$ cat src/rtl/plane_pkg.sv
// Shared types and geometry constants for the player plane controller.
// PL/PH must stay in step with the renderer's wing/body extents (40x40).
package plane_pkg;

  localparam int SCR_W       = 640;
  localparam int SCR_H       = 480;
  localparam int PL          = 40;
  localparam int PH          = 40;
  localparam int STEP        = 4;
  localparam int HOME_X      = 20;
  localparam int HOME_Y      = 220;
  localparam int EXPL_FRAMES = 60;
  localparam int LIVES       = 3;
  localparam int COOLDOWN    = 8;

  // Sized copies so the datapath never mixes 32-bit ints with narrow registers.
  localparam logic [11:0] STEP_W        = 12'(STEP);
  localparam logic [11:0] MAX_X         = 12'(SCR_W - PL);
  localparam logic [11:0] MAX_Y         = 12'(SCR_H - PH);
  localparam logic [10:0] HOME_X_POS    = 11'(HOME_X);
  localparam logic [10:0] HOME_Y_POS    = 11'(HOME_Y);
  localparam logic [5:0]  EXPL_INIT     = 6'(EXPL_FRAMES);
  localparam logic [1:0]  LIVES_INIT    = 2'(LIVES);
  localparam logic [3:0]  COOLDOWN_INIT = 4'(COOLDOWN);

  typedef enum logic [1:0] {
    PLAY    = 2'd0,
    EXPLODE = 2'd1,
    OVER    = 2'd2
  } state_t;

  // One frame of movement on a single axis. Both directions pressed cancel out.
  // Worked in 12 bits so the decrement can be tested against STEP before
  // subtracting and the increment can be clamped before narrowing.
  function automatic logic [10:0] axis_step(input logic [10:0] pos,
                                            input logic        dec,
                                            input logic        inc,
                                            input logic [11:0] max_pos);
    logic [11:0] wide;
    wide = {1'b0, pos};
    if (dec && !inc) begin
      if (wide < STEP_W) wide = 12'd0;
      else               wide = wide - STEP_W;
    end else if (inc && !dec) begin
      wide = wide + STEP_W;
      if (wide > max_pos) wide = max_pos;
    end
    return 11'(wide);
  endfunction

endpackage

$ cat src/rtl/plane_ctrl_if.sv
// Button/collision inputs and renderer-facing outputs of the plane controller.
// master = debouncer/renderer side, slave = the controller itself.
interface plane_ctrl_if;

  logic        frame_tick;
  logic        btn_up;
  logic        btn_down;
  logic        btn_left;
  logic        btn_right;
  logic        btn_fire;
  logic        hit;
  logic [10:0] poX;
  logic [10:0] poY;
  logic        visible;
  logic        fire_pulse;
  logic [1:0]  lives;
  logic        game_over;

  modport master (
    output frame_tick, btn_up, btn_down, btn_left, btn_right, btn_fire, hit,
    input  poX, poY, visible, fire_pulse, lives, game_over
  );

  modport slave (
    input  frame_tick, btn_up, btn_down, btn_left, btn_right, btn_fire, hit,
    output poX, poY, visible, fire_pulse, lives, game_over
  );

endinterface

$ cat src/rtl/btn_edge.sv
// Rising-edge detector for a debounced level input. The history register
// clears on reset, so a button held through reset reports an edge on the
// first cycle after reset is released.
module btn_edge (
  input  logic clk,
  input  logic rst,
  input  logic btn,
  output logic rise
);

  logic prev;

  // Remember last cycle's level of the button.
  always_ff @(posedge clk) begin
    if (!rst) prev <= 1'b0;
    else      prev <= btn;
  end

  assign rise = btn & ~prev;

endmodule

$ cat src/rtl/plane_ctrl.sv
// Per-frame player plane controller: movement with screen clamping, hit ->
// explosion blink -> respawn or game over, and rate-limited firing.
// Every output is a register so the renderer only sees changes during blanking.
module plane_ctrl
  import plane_pkg::*;
(
  input  logic         clk,
  input  logic         rst,
  plane_ctrl_if.slave  bus
);

  state_t      state, state_next;
  logic [10:0] pos_x, pos_x_next;
  logic [10:0] pos_y, pos_y_next;
  logic        vis, vis_next;
  logic        fire_q, fire_next;
  logic        over_q, over_next;
  logic [1:0]  lives_q, lives_next;
  logic [3:0]  cooldown, cooldown_next;
  logic [5:0]  counter, counter_next;
  logic [5:0]  counter_dec;
  logic        fire_rise;

  btn_edge u_fire_edge (
    .clk  (clk),
    .rst  (rst),
    .btn  (bus.btn_fire),
    .rise (fire_rise)
  );

  assign counter_dec = counter - 6'd1;

  // State register.
  always_ff @(posedge clk) begin
    if (!rst) state <= PLAY;
    else      state <= state_next;
  end

  // Position, visibility, lives, cooldown and explosion counter registers.
  always_ff @(posedge clk) begin
    if (!rst) begin
      pos_x    <= HOME_X_POS;
      pos_y    <= HOME_Y_POS;
      vis      <= 1'b1;
      fire_q   <= 1'b0;
      over_q   <= 1'b0;
      lives_q  <= LIVES_INIT;
      cooldown <= 4'd0;
      counter  <= 6'd0;
    end else begin
      pos_x    <= pos_x_next;
      pos_y    <= pos_y_next;
      vis      <= vis_next;
      fire_q   <= fire_next;
      over_q   <= over_next;
      lives_q  <= lives_next;
      cooldown <= cooldown_next;
      counter  <= counter_next;
    end
  end

  // Next-state and next-output decode; a hit in PLAY overrides movement and fire.
  always_comb begin
    state_next    = state;
    pos_x_next    = pos_x;
    pos_y_next    = pos_y;
    vis_next      = vis;
    fire_next     = 1'b0;
    over_next     = over_q;
    lives_next    = lives_q;
    cooldown_next = cooldown;
    counter_next  = counter;

    case (state)
      PLAY: begin
        if (bus.hit) begin
          state_next   = EXPLODE;
          lives_next   = lives_q - 2'd1;
          counter_next = EXPL_INIT;
          vis_next     = EXPL_INIT[2];
        end else begin
          if (bus.frame_tick) begin
            pos_x_next = axis_step(pos_x, bus.btn_left, bus.btn_right, MAX_X);
            pos_y_next = axis_step(pos_y, bus.btn_up, bus.btn_down, MAX_Y);
            if (cooldown != 4'd0) cooldown_next = cooldown - 4'd1;
          end
          if (fire_rise && (cooldown == 4'd0)) begin
            fire_next     = 1'b1;
            cooldown_next = COOLDOWN_INIT;
          end
        end
      end

      EXPLODE: begin
        if (bus.frame_tick) begin
          counter_next = counter_dec;
          if (counter_dec == 6'd0) begin
            if (lives_q == 2'd0) begin
              state_next = OVER;
              vis_next   = 1'b0;
              over_next  = 1'b1;
            end else begin
              state_next    = PLAY;
              pos_x_next    = HOME_X_POS;
              pos_y_next    = HOME_Y_POS;
              vis_next      = 1'b1;
              cooldown_next = 4'd0;
            end
          end else begin
            vis_next = counter_dec[2];
          end
        end
      end

      OVER: begin
        vis_next  = 1'b0;
        over_next = 1'b1;
        if (fire_rise) begin
          state_next    = PLAY;
          lives_next    = LIVES_INIT;
          pos_x_next    = HOME_X_POS;
          pos_y_next    = HOME_Y_POS;
          vis_next      = 1'b1;
          over_next     = 1'b0;
          cooldown_next = 4'd0;
        end
      end

      default: begin
        state_next = PLAY;
      end
    endcase
  end

  assign bus.poX        = pos_x;
  assign bus.poY        = pos_y;
  assign bus.visible    = vis;
  assign bus.fire_pulse = fire_q;
  assign bus.lives      = lives_q;
  assign bus.game_over  = over_q;

endmodule
$ cat src/flat_wrapper.sv
// flat-port wrapper written by rule: the top's interface ports become plain ports
module plane_ctrl_flat import plane_pkg::*;
  (clk, rst, bus_frame_tick, bus_btn_up, bus_btn_down, bus_btn_left, bus_btn_right, bus_btn_fire, bus_hit, bus_poX, bus_poY, bus_visible, bus_fire_pulse, bus_lives, bus_game_over);
  plane_ctrl_if bus_i ();
  input  logic clk;
  input  logic rst;
  input wire logic [$bits(bus_i.frame_tick)-1:0] bus_frame_tick;
  input wire logic [$bits(bus_i.btn_up)-1:0] bus_btn_up;
  input wire logic [$bits(bus_i.btn_down)-1:0] bus_btn_down;
  input wire logic [$bits(bus_i.btn_left)-1:0] bus_btn_left;
  input wire logic [$bits(bus_i.btn_right)-1:0] bus_btn_right;
  input wire logic [$bits(bus_i.btn_fire)-1:0] bus_btn_fire;
  input wire logic [$bits(bus_i.hit)-1:0] bus_hit;
  output wire logic [$bits(bus_i.poX)-1:0] bus_poX;
  output wire logic [$bits(bus_i.poY)-1:0] bus_poY;
  output wire logic [$bits(bus_i.visible)-1:0] bus_visible;
  output wire logic [$bits(bus_i.fire_pulse)-1:0] bus_fire_pulse;
  output wire logic [$bits(bus_i.lives)-1:0] bus_lives;
  output wire logic [$bits(bus_i.game_over)-1:0] bus_game_over;
  assign bus_i.frame_tick = bus_frame_tick;
  assign bus_i.btn_up = bus_btn_up;
  assign bus_i.btn_down = bus_btn_down;
  assign bus_i.btn_left = bus_btn_left;
  assign bus_i.btn_right = bus_btn_right;
  assign bus_i.btn_fire = bus_btn_fire;
  assign bus_i.hit = bus_hit;
  assign bus_poX = bus_i.poX;
  assign bus_poY = bus_i.poY;
  assign bus_visible = bus_i.visible;
  assign bus_fire_pulse = bus_i.fire_pulse;
  assign bus_lives = bus_i.lives;
  assign bus_game_over = bus_i.game_over;
  plane_ctrl u_core (.clk(clk), .rst(rst), .bus(bus_i));
endmodule
$ cat config.mk
export PLATFORM = sky130hd
export DESIGN_NAME = plane_ctrl_flat
export DESIGN_NICKNAME = d
export VERILOG_FILES = /design/src/rtl/plane_pkg.sv /design/src/rtl/plane_ctrl_if.sv /design/src/rtl/btn_edge.sv /design/src/rtl/plane_ctrl.sv /design/src/flat_wrapper.sv
export SDC_FILE = /design/constraint.sdc
export NUM_CORES = 1
export LEC_CHECK = 0
export ABC_AREA = 1
export BUFFER_PORTS_ARGS = -buffer_cell sky130_fd_sc_hd__buf_2
export CAP_MARGIN = 40
export CORE_UTILIZATION = 25
export DETAILED_ROUTE_END_ITERATION = 12
export PLACE_DENSITY_LB_ADDON = 0.25
export RECOVER_POWER = 25
export SYNTH_ARGS = -nofsm -noshare
export SYNTH_HDL_FRONTEND = slang
export SYNTH_SLANG_ARGS = --single-unit
export TNS_END_PERCENT = 100
$ cat constraint.sdc
create_clock -name clk -period 5.4 [get_ports clk]
set_input_delay 0.27 -clock clk [delete_from_list [all_inputs] [get_ports clk]]
set_output_delay 0.27 -clock clk [all_outputs]
set_load 0.1 [all_outputs]
==> results by group, run 1 <==
STA
  • Max Slew Vio Count: 0
  • RSZ-0062 raised after global routing: false
  • Finish-stage setup viols: 0
  • Hold Fails Final Rpt: 0
  • Max_slew headroom: between 20 and 25%
  • Period utilization: 41.0%
  • Minimum clock period: roughly 2.2 ns
  • Clk_skew: ~0.0064 ns
  • Pin slew with the least headroom to its limit: 1.20 ns
  • Setup TNS Final: 0 ns
  • Achievable Freq: between 400 and 500 MHz

Logic synthesis
  • Post-synth top area cell: dfxtp_1
  • Synth warn: 0
  • Mean post-synth cell area: just over 6 um^2
  • Post-synth top area share: 25.8%
  • Synth area leaders: dfxtp_1 (26%), nand2_1 (16%), inv_1 (9.0%)
  • Yosys reg bits: 36
  • Post-Syn Area: between 2000 and 3000 um^2
  • Seq/Total Area, Yosys: approximately 26%
  • Yosys cell types: 30
  • Mapped Cells: around 460

Route
  • DR WL/cell: around 12 um
  • Routed vias/inst: ~4.7
  • Via count: between 2000 and 3000
  • Routed Antenna Nets: 0
  • Total iterations of the first detailed-routing run: 4
  • DRC: 0
  • Final wirelength: about 7.6 mm
  • DR iter-0 viols: about 220

Clock network
  • Hold_buf cts: 0
  • Clock-pin slew of the registers on the worst-case setup and hold paths: approximately 0.080 ns
  • Post-CTS Resized: 0
  • Number of buffers added for setup after CTS: 0
  • Num CTS Buffers: 5
  • Clock Sinks: 36
  • Clk Tree Root Cell: clkbuf_8
  • CTS max path bufs: 2
  • CTS H-tree lvls: 2
  • Clock Latency Late Sink: 0.29 ns
  • CTS tree: done

Global routing
  • All-Layer GR Usage: 13.8%
  • GRT met2 Usage: 21.8%
  • Total grt overflow: 0
  • First-pass GRT wire length: roughly 13 mm
  • Largest net degree at the start of global routing: 21
  • Global Route met1 Usage: about a fifth
  • Top Usage Layer GRT: met2
  • Met3 global-route usage: under 10%
  • Number of global-route vias before repair: around 2600
  • Initial antenna violation count: 0

Layout
  • Most common cell after layout, fill and taps aside: nand2_1
  • Final nets: 511
  • Fillcell total: about 1200
  • Most frequent cells in the layout: nand2_1 (118), inv_1 (67), nor2_1 (51), nand3_1 (40)
  • Area delta synth->final: 12.3%
  • Number of diodes: 0
  • Fin util: between 20 and 30%
  • Share of cells above drive strength 1: 7.36%

Worst setup path
  • Critical R2R Capture: u_core.bus.poX[8]$_SDFFE_PN0P_
  • Worst EP arrival: ~2.4 ns
  • Worst reg2reg startpoint: u_core.state[1]$_SDFFE_PN0P_
  • CP Launch Type: register
  • R2R Setup Slk: about 3.2 ns
  • R2r worst-path depth: 11
  • CP Capture Type: register
  • WP data required: between 5 and 6 ns
  • Crit Path Class: reg2reg
  • Critical path peak fanout: 12

Floorplan
  • Starting Density: 25.7%
  • Core area: ~11000 um^2
  • Die Y: 108 um
  • I/O pin cnt: 36
  • Die W: 108 um
  • Die area: ~12000 um^2
  • Placement Rows: 38

Run status
  • Status: finished clean

Placement
  • HPWL Detailed: slightly below 6 mm
  • Final GP Congestion: approximately 0.8
  • Port bufs: 31

Flow run
  • Max Cap Viol: 0

Min path
  • Tightest Hold Check Type: in2reg
  • Worst hold path endpoint: u_core.u_fire_edge.prev$_SDFF_PN0_
  • Worst hold start: bus_btn_fire
  • Hold path cells: 3
[logic make-up (layout without fill, tap and decap cells)]
group                      Yosys count  after routing  share of synthesized area [%]
AOI/OAI and AO/OA                   77             77                           15.3
other                                1              4                          0.134
adders and majority gates           14             14                           6.26
buffers and inverters               85            110                           12.8
and+or+nand+nor                    235            235                           35.7
xor gates and xnor gates            13             13                           4.07
DFF                                 36             36                           25.8
[through the flow]
stage / instance area [um^2] / instances / hold slack, ns / worst slack, ns
after global placement: 3050 / 621 / 0.444 / 3.33
after detailed placement: 3050 / 621 / 0.457 / 3.19
after CTS: 3160 / 629 / 0.180 / 3.19
after global routing: 3140 / 629 / 0.198 / 2.86
after floorplan: 2810 / 464 / 0.363 / 2.92
final: 3140 / 629 / 0.191 / 3.19
[routing by layer]
metal,vias to the layer above,wire [um]
met5,-,0
met4,0,102
met3,6,308
met2,61,3460
met1,1344,3710
li1,1522,-
[worst max-delay path, cell delays in order, from the launching register on]
cell and delay [ns]:
dfxtp_1 0.36, inv_1 0.08, ha_1 0.31, nand2_1 0.15, nand2_1 0.09, nor2_1 0.15
o21ai_0 0.15, nor2_1 0.14, nand3_2 0.21, inv_1 0.24, nand3_1 0.11, a21oi_1 0.13
[cell type report]
class	instances	area (um^2)	share of cell area, %
Multi-Input combinational cell	343	1730	55.1
Sequential cell	36	721	22.9
Inverter	71	267	8.48
Tap cell	140	175	5.58
Timing Repair Buffer	31	138	4.38
Clock buffer	5	68.8	2.19
Clock inverter	3	42.5	1.35
[synth_stat cells]
cell	count
nand3_2	3
ha_1	14
inv_1	67
a221oi_1	3
nand2_2	2
dfxtp_1	36
xor2_1	11
buf_2	1
nor2_2	2
a21oi_1	36
buf_6	3
o21bai_1	1
buf_4	4
o21ai_0	25
nand3_1	40
xnor2_1	2
nand2_1	118
nor3_1	7
a211oi_1	1
buf_1	1
clkbuf_1	5
or2_2	3
a31oi_1	5
o21ai_1	2
nand4_1	9
conb_1	1
nor2_1	51
clkinv_1	4
a21oi_4	1
o211ai_1	3
[sequential cells by signal, indices dropped and copies added (netlist names)]
signal                   count
u_core.bus.visible           1
u_core.state                 2
u_core.cooldown              4
u_core.bus.game_over         1
u_core.bus.fire_pulse        1
u_core.bus.poX               9
u_core.bus.poY               9
u_core.counter               6
u_core.u_fire_edge.prev      1
u_core.bus.lives             2
[worst max-delay path by stage]
stage | from | endpoint | cells past startpoint
detailed placement | u_core.state[1]$_SDFFE_PN0P_ | u_core.bus.poX[8]$_SDFFE_PN0P_ | 11
global route | u_core.state[1]$_SDFFE_PN0P_ | u_core.bus.poX[8]$_SDFFE_PN0P_ | 11
floorplan | u_core.bus.poX[2]$_SDFFE_PN1P_ | u_core.bus.poX[2]$_SDFFE_PN1P_ | 15
finish | u_core.state[1]$_SDFFE_PN0P_ | u_core.bus.poX[8]$_SDFFE_PN0P_ | 11
CTS | u_core.state[1]$_SDFFE_PN0P_ | u_core.bus.poX[8]$_SDFFE_PN0P_ | 11
global placement | u_core.state[1]$_SDFFE_PN0P_ | u_core.bus.poX[8]$_SDFFE_PN0P_ | 11
Power of run 1 is not shown: default switching activity piles up to over one toggle a cycle in this logic, so the estimate is an artifact.
==> inputs of run 2 (changes only) <==
clock period = 2.1 ns   (was 5.4 ns; I/O delays follow)
==> results by group, run 2 (same netlist as run 1, synthesis figures left out) <==
Run status
  • Status: finished clean

STA
  • Achievable Freq: between 500 and 600 MHz
  • Minimum clock period: 1.99 ns
  • Pin slew with the least headroom to its limit: ~1.2 ns
  • Hold slack: slightly above 0.03 ns
  • Finish-stage setup viols: 0
  • Max Slew Vio Count: 0
  • Clk_skew: 0.00632 ns
  • Period utilization: between 90 and 100%
  • Max_slew headroom: between 20% and 30%
  • Hold Fails Final Rpt: 0

Floorplan
  • Placement Rows: 38
  • Core area: around 11000 um^2
  • Die W: 108 um
  • Starting Density: between 20% and 30%
  • I/O pin cnt: 36
  • Die area: 11600 um^2
  • Die Y: ~110 um

Clock network
  • Clock Sinks: 36
  • CTS max path bufs: 2
  • CTS tree: done
  • CTS H-tree lvls: 2
  • Clock Latency Late Sink: ~0.29 ns
  • Clock-pin slew of the registers on the worst-case setup and hold paths: 0.08 ns
  • Clk Tree Root Cell: clkbuf_8
  • Num CTS Buffers: 5

Route
  • DRC: 0
  • Routed Antenna Nets: 0
  • DR iter-0 viols: 276
  • Via count: 2940
  • Final wirelength: 7.69 mm
  • Routed vias/inst: 4.55
  • DR WL/cell: 11.9 um
  • Total iterations of the first detailed-routing run: 4

Placement
  • Port bufs: 31
  • HPWL Detailed: ~6 mm
  • Final GP Congestion: between 0.8 and 0.9

Layout
  • Area delta synth->final: 18.5%
  • Final nets: 528
  • Most common cell after layout, fill and taps aside: nand2_1
  • Multi-input gate area: between 1500 and 2000 um^2
  • Share of cells above drive strength 1: approximately 15%
  • Reg area: ~740 um^2
  • Number of diodes: 0
  • Most frequent cells in the layout: nand2_1 (118), inv_1 (67), nor2_1 (49), nand3_1 (40), a21oi_1 (36)
  • Fillcell total: about 1200

Worst setup path
  • Critical R2R Capture: u_core.bus.poY[7]$_SDFFE_PN1P_
  • R2r worst-path depth: 11
  • CP Capture Type: register
  • Worst reg2reg startpoint: u_core.counter[0]$_SDFFE_PN0P_
  • Crit path to: u_core.bus.poY[7]$_SDFFE_PN1P_
  • Worst EP arrival: about 2.2 ns
  • Worst Setup SP: u_core.counter[0]$_SDFFE_PN0P_
  • CP Launch Type: register
  • WP data required: around 2.3 ns
  • Crit Path Class: reg2reg
  • Critical path peak fanout: 8
  • R2R Setup Slk: ~0.11 ns

Global routing
  • Largest net degree at the start of global routing: 20
  • Number of global-route vias before repair: ~2800
  • Total grt overflow: 0
  • First-pass GRT wire length: 12.9 mm
  • Initial antenna violation count: 0
  • All-Layer GR Usage: between 10% and 20%

Min path
  • Tightest Hold Check Type: in2reg
  • Hold path cells: 3

Flow run
  • Max Cap Viol: 0
==> run 2: layout make-up <==
class	instances	area share, %
inverters	71	8.15
multi-input cells	343	52.9
repair buffers	48	7.97
flip-flops and latches	36	22.3
well taps	140	5.29
clock buffers	5	2.08
clock inverters	3	1.28
==> run 2: what timing repair did <==
action / CTS / global route
setup buffers: 0 / 5
setup endpoints to repair: 0 / 20
hold buffers: 0 / 0
resized for setup: 0 / 10
==> run 2: how the worst min path moves through the flow <==
stage                            start  slack [ns]                                 end
after global placement    bus_btn_fire        0.32  u_core.u_fire_edge.prev$_SDFF_PN0_
after global routing      bus_btn_fire        0.05  u_core.u_fire_edge.prev$_SDFF_PN0_
after floorplan           bus_btn_fire        0.20  u_core.u_fire_edge.prev$_SDFF_PN0_
after CTS                 bus_btn_fire        0.02  u_core.u_fire_edge.prev$_SDFF_PN0_
after detailed placement  bus_btn_fire        0.33  u_core.u_fire_edge.prev$_SDFF_PN0_
final                     bus_btn_fire        0.03  u_core.u_fire_edge.prev$_SDFF_PN0_
==> run 2: worst max-delay path: stages (launching register included) <==
cell and delay (ns):
dfxtp_1 0.35, inv_1 0.07, ha_2 0.22, xnor2_2 0.20, nand2_1 0.09, nor2_2 0.12, nand3_2 0.13, a21oi_4 0.24
nand2_4 0.11, buf_2 0.18, a21oi_1 0.13, nand2_1 0.06
==> run 2: layer usage <==
metal | global-route usage [%] | vias to the layer above | part of all wire [%] | routed length [um]
li1 | - | 1558 | - | -
met1 | 18.8 | 1310 | 49 | 3770
met2 | 22.7 | 63 | 46 | 3540
met3 | 2.00 | 9 | 3.4 | 261
met4 | 3.82 | 0 | 1.5 | 114
met5 | 0 | - | 0 | 0
==> run 2: through the flow <==
stage               cell area, um^2  utilization (%)  std cells  setup TNS, ns  worst slack, ns
detailed placement             3160             29.0        633              0           0.0622
global route                   3310             30.4        646        -0.0528          -0.0232
global placement               3160             29.0        633              0            0.186
floorplan                      2830                -        464              0           0.0301
CTS                            3270             30.0        641              0           0.0382
finish                         3310             30.4        646              0            0.105
Power of run 2 is left out for the same reason.
==> inputs of run 3 (changes only) <==
--- a/config.mk
+++ b/config.mk
@@ -7,3 +7,3 @@
 export LEC_CHECK = 0
-export ABC_AREA = 1
+export ABC_AREA = 0
 export BUFFER_PORTS_ARGS = -buffer_cell sky130_fd_sc_hd__buf_2
--- a/constraint.sdc
+++ b/constraint.sdc
@@ -3,2 +3,2 @@
 set_output_delay 0.105 -clock clk [all_outputs]
-set_load 0.1 [all_outputs]
+set_load 0.02 [all_outputs]
==> results by group, run 3 <==
Run status
  • Status: complete, but fails checks
  • Failing checks: negative setup slack

Worst setup path
  • R2r worst-path depth: 6
  • Worst reg2reg startpoint: u_core.counter[0]$_SDFFE_PN0P_
  • CP top delay family: compound AO/OA/AOI/OAI gates
  • WP data required: between 2 and 2.5 ns
  • Slowest cell on crit path: or4_4
  • Worst Setup SP: u_core.counter[0]$_SDFFE_PN0P_
  • Crit. path cell count: 6
  • CP Buf/Inv Count: 0
  • Critical-path cell list: o31a_1, or4_4, o31ai_4, a21bo_4, or4_1, a21oi_1
  • Critical path peak fanout: 5
  • Critical R2R Capture: u_core.cooldown[1]$_SDFFE_PN0P_
  • Crit Path Class: reg2reg
  • R2R Setup Slk: -0.14 ns
  • Crit path to: u_core.cooldown[1]$_SDFFE_PN0P_
  • CP Capture Type: register
  • CP Launch Type: register
  • CP max stage delay: between 0.4 and 0.5 ns
  • Worst EP arrival: around 2.5 ns

Route
  • Final wirelength: approximately 9.7 mm
  • DRC: 0
  • DR iter-0 viols: 266
  • DR WL/cell: ~15 um
  • Routed Antenna Nets: 0
  • Routed vias/inst: 5.29
  • Via count: between 3000 and 4000
  • Total iterations of the first detailed-routing run: 5

Clock network
  • Clk Tree Root Cell: clkbuf_16
  • CTS max path bufs: 2
  • Clock Sinks: 36
  • Clock Latency Late Sink: between 0.2 and 0.3 ns
  • Hold_buf cts: 0
  • Clock-pin slew of the registers on the worst-case setup and hold paths: ~0.060 ns
  • CTS H-tree lvls: 2
  • Num CTS Buffers: 5
  • CTS tree: done

Global routing
  • Initial antenna violation count: 0
  • Largest net degree at the start of global routing: 20
  • Total grt overflow: 0
  • First-pass GRT wire length: roughly 15 mm
  • Number of global-route vias before repair: around 3200
  • All-Layer GR Usage: around 16%

STA
  • Finish-stage setup viols: 19
  • Max Slew Vio Count: 0
  • Hold Fails Final Rpt: 0
  • Achievable Freq: 447 MHz
  • Max_slew headroom: 36.6%
  • Hold slack: about 0.053 ns
  • Period utilization: 106%
  • Clk_skew: 0.00618 ns
  • Setup ws final: -0.135 ns
  • RSZ-0062 raised after global routing: true
  • Minimum clock period: around 2.2 ns
  • Setup TNS Final: -1.24 ns
  • Pin slew with the least headroom to its limit: around 0.94 ns

Placement
  • HPWL Detailed: 7.10 mm
  • Post-Place Cells: between 600 and 700
  • Final GP Congestion: around 0.85
  • Port bufs: 31

Pwr
  • Leak: 1.76 nW
  • PwrDens: ~800 nW/um^2
  • Peak VDD IR: 0.000400 V
  • Design Power: 0.00348 W

Min path
  • Tightest Hold Check Type: in2reg

Layout
  • Multi-input gate area: around 2300 um^2
  • Final nets: 532
  • Fillcell total: between 1000 and 1500
  • Post-route insts no fill: ~650
  • Share of cells above drive strength 1: ~36%
  • Reg area: between 700 and 800 um^2
  • Number of diodes: 0
  • Most common cell after layout, fill and taps aside: buf_4
  • Area delta synth->final: 48.4%
  • Most frequent cells in the layout: buf_4 (87), nand2_1 (31), o21ai_0 (28), nor2_1 (27), dfxtp_1 (27)

Logic synthesis
  • Mapped Cells: roughly 400
  • Seq/Total Area, Yosys: between 20% and 30%
  • Synth area leaders: dfxtp_1 (25%), a21oi_1 (6.0%), ha_1 (6.0%)
  • Commonest cells post-synth: dfxtp_1 (36), nand2_1 (36), a21oi_1 (35), o21ai_0 (33), nor2_1 (30)
  • Yosys cell types: 65
  • Async S/R FF share, synth: 0%
  • Synth warn: 0
  • Post-Syn Area: 2930 um^2
  • Synth Flop Type: dfxtp_1
  • Post-synth top area share: around a quarter
  • Mean post-synth cell area: between 7 and 8 um^2
  • Number of synthesized flops with an enable pin: 0
  • Post-synth top area cell: dfxtp_1
  • Yosys reg bits: 36

Floorplan
  • Die Y: 110 um
  • I/O pin cnt: 36
  • Core area: around 11000 um^2
  • Die area: ~12000 um^2
  • Starting Density: 25.7%
  • Placement Rows: 39
  • Die W: between 100 and 150 um

Flow run
  • Max Cap Viol: 0
## run 3: cell count changes after synthesis, sizes merged, moves of 7 or more
cell	change
nand2	-83
inv	-46
nand3	-32
nor2	-23
clkbuf	+19
xor2	-10
or4	+9
nand2b	+8
nor2b	+7
nor4	+7
## run 3: metrics by stage
stage | utilization [%] | worst slack [ns] | area (um^2)
2_1_floorplan | - | -0.0304 | 3060
3_3_place_gp | 34.2 | -0.135 | 3900
3_5_place_dp | 34.2 | -0.159 | 3900
4_1_cts | 37.0 | -0.153 | 4220
5_1_grt | 38.1 | -0.198 | 4350
6_report | 38.1 | -0.135 | 4350
## run 3: final cells by class
type	count	share of cell area, %
multi-input combinational	316	52.1
timing repair buffer	128	21.1
sequential	36	16.9
tap	143	4.11
clock buffer	6	2.96
inverter	22	1.90
clock inverter	2	0.806
## run 3: power by group
group	total (W)	switching (W)	internal, W
Clock	0.000864	0.000305	0.000559
Sequential	0.000910	0.000118	0.000791
Combinational	0.00171	0.000890	0.000817
Total	0.00348	0.00131	0.00217
## run 3: logic make-up after synthesis
family                   share of synthesized area (%)
AO/OA/AOI/OAI                                     31.4
AND/OR/NAND/NOR                                   26.7
adder cells (fa/ha/maj)                           5.98
buffers and inverters                             7.77
XOR/XNOR                                          2.69
other                                            0.128
flip-flops                                        24.6
multiplexers                                     0.726
## run 3: worst min-delay path by stage
stage,startpoint,end,slack [ns],depth (start not counted)
after floorplan,bus_btn_fire,u_core.u_fire_edge.prev$_SDFF_PN0_,0.23,1
after global placement,bus_btn_fire,u_core.u_fire_edge.prev$_SDFF_PN0_,0.33,2
after detailed placement,bus_btn_fire,u_core.u_fire_edge.prev$_SDFF_PN0_,0.34,2
after CTS,bus_btn_fire,u_core.u_fire_edge.prev$_SDFF_PN0_,0.05,2
after global routing,bus_btn_fire,u_core.u_fire_edge.prev$_SDFF_PN0_,0.08,2
final,bus_btn_fire,u_core.u_fire_edge.prev$_SDFF_PN0_,0.05,2
## run 3: metal layers
| metal | share of wire, % | vias up | track usage (%) |
|---|---|---|---|
| li1 | - | 1704 | - |
| met1 | 47 | 1636 | 20.9 |
| met2 | 47 | 102 | 27.3 |
| met3 | 4.5 | 12 | 2.35 |
| met4 | 1.9 | 0 | 5.64 |
| met5 | 0 | - | 0 |
## run 3: timing repair
item / 4_1_cts / 5_1_grt
resized for setup: 32 / 27
endpoints found under the hold margin: 0 / 0
setup endpoints to repair: 22 / 23
setup buffers: 3 / 5
pin swaps: 12 / 11
cloned: 0 / 1
(Power assumes the default switching activity.)
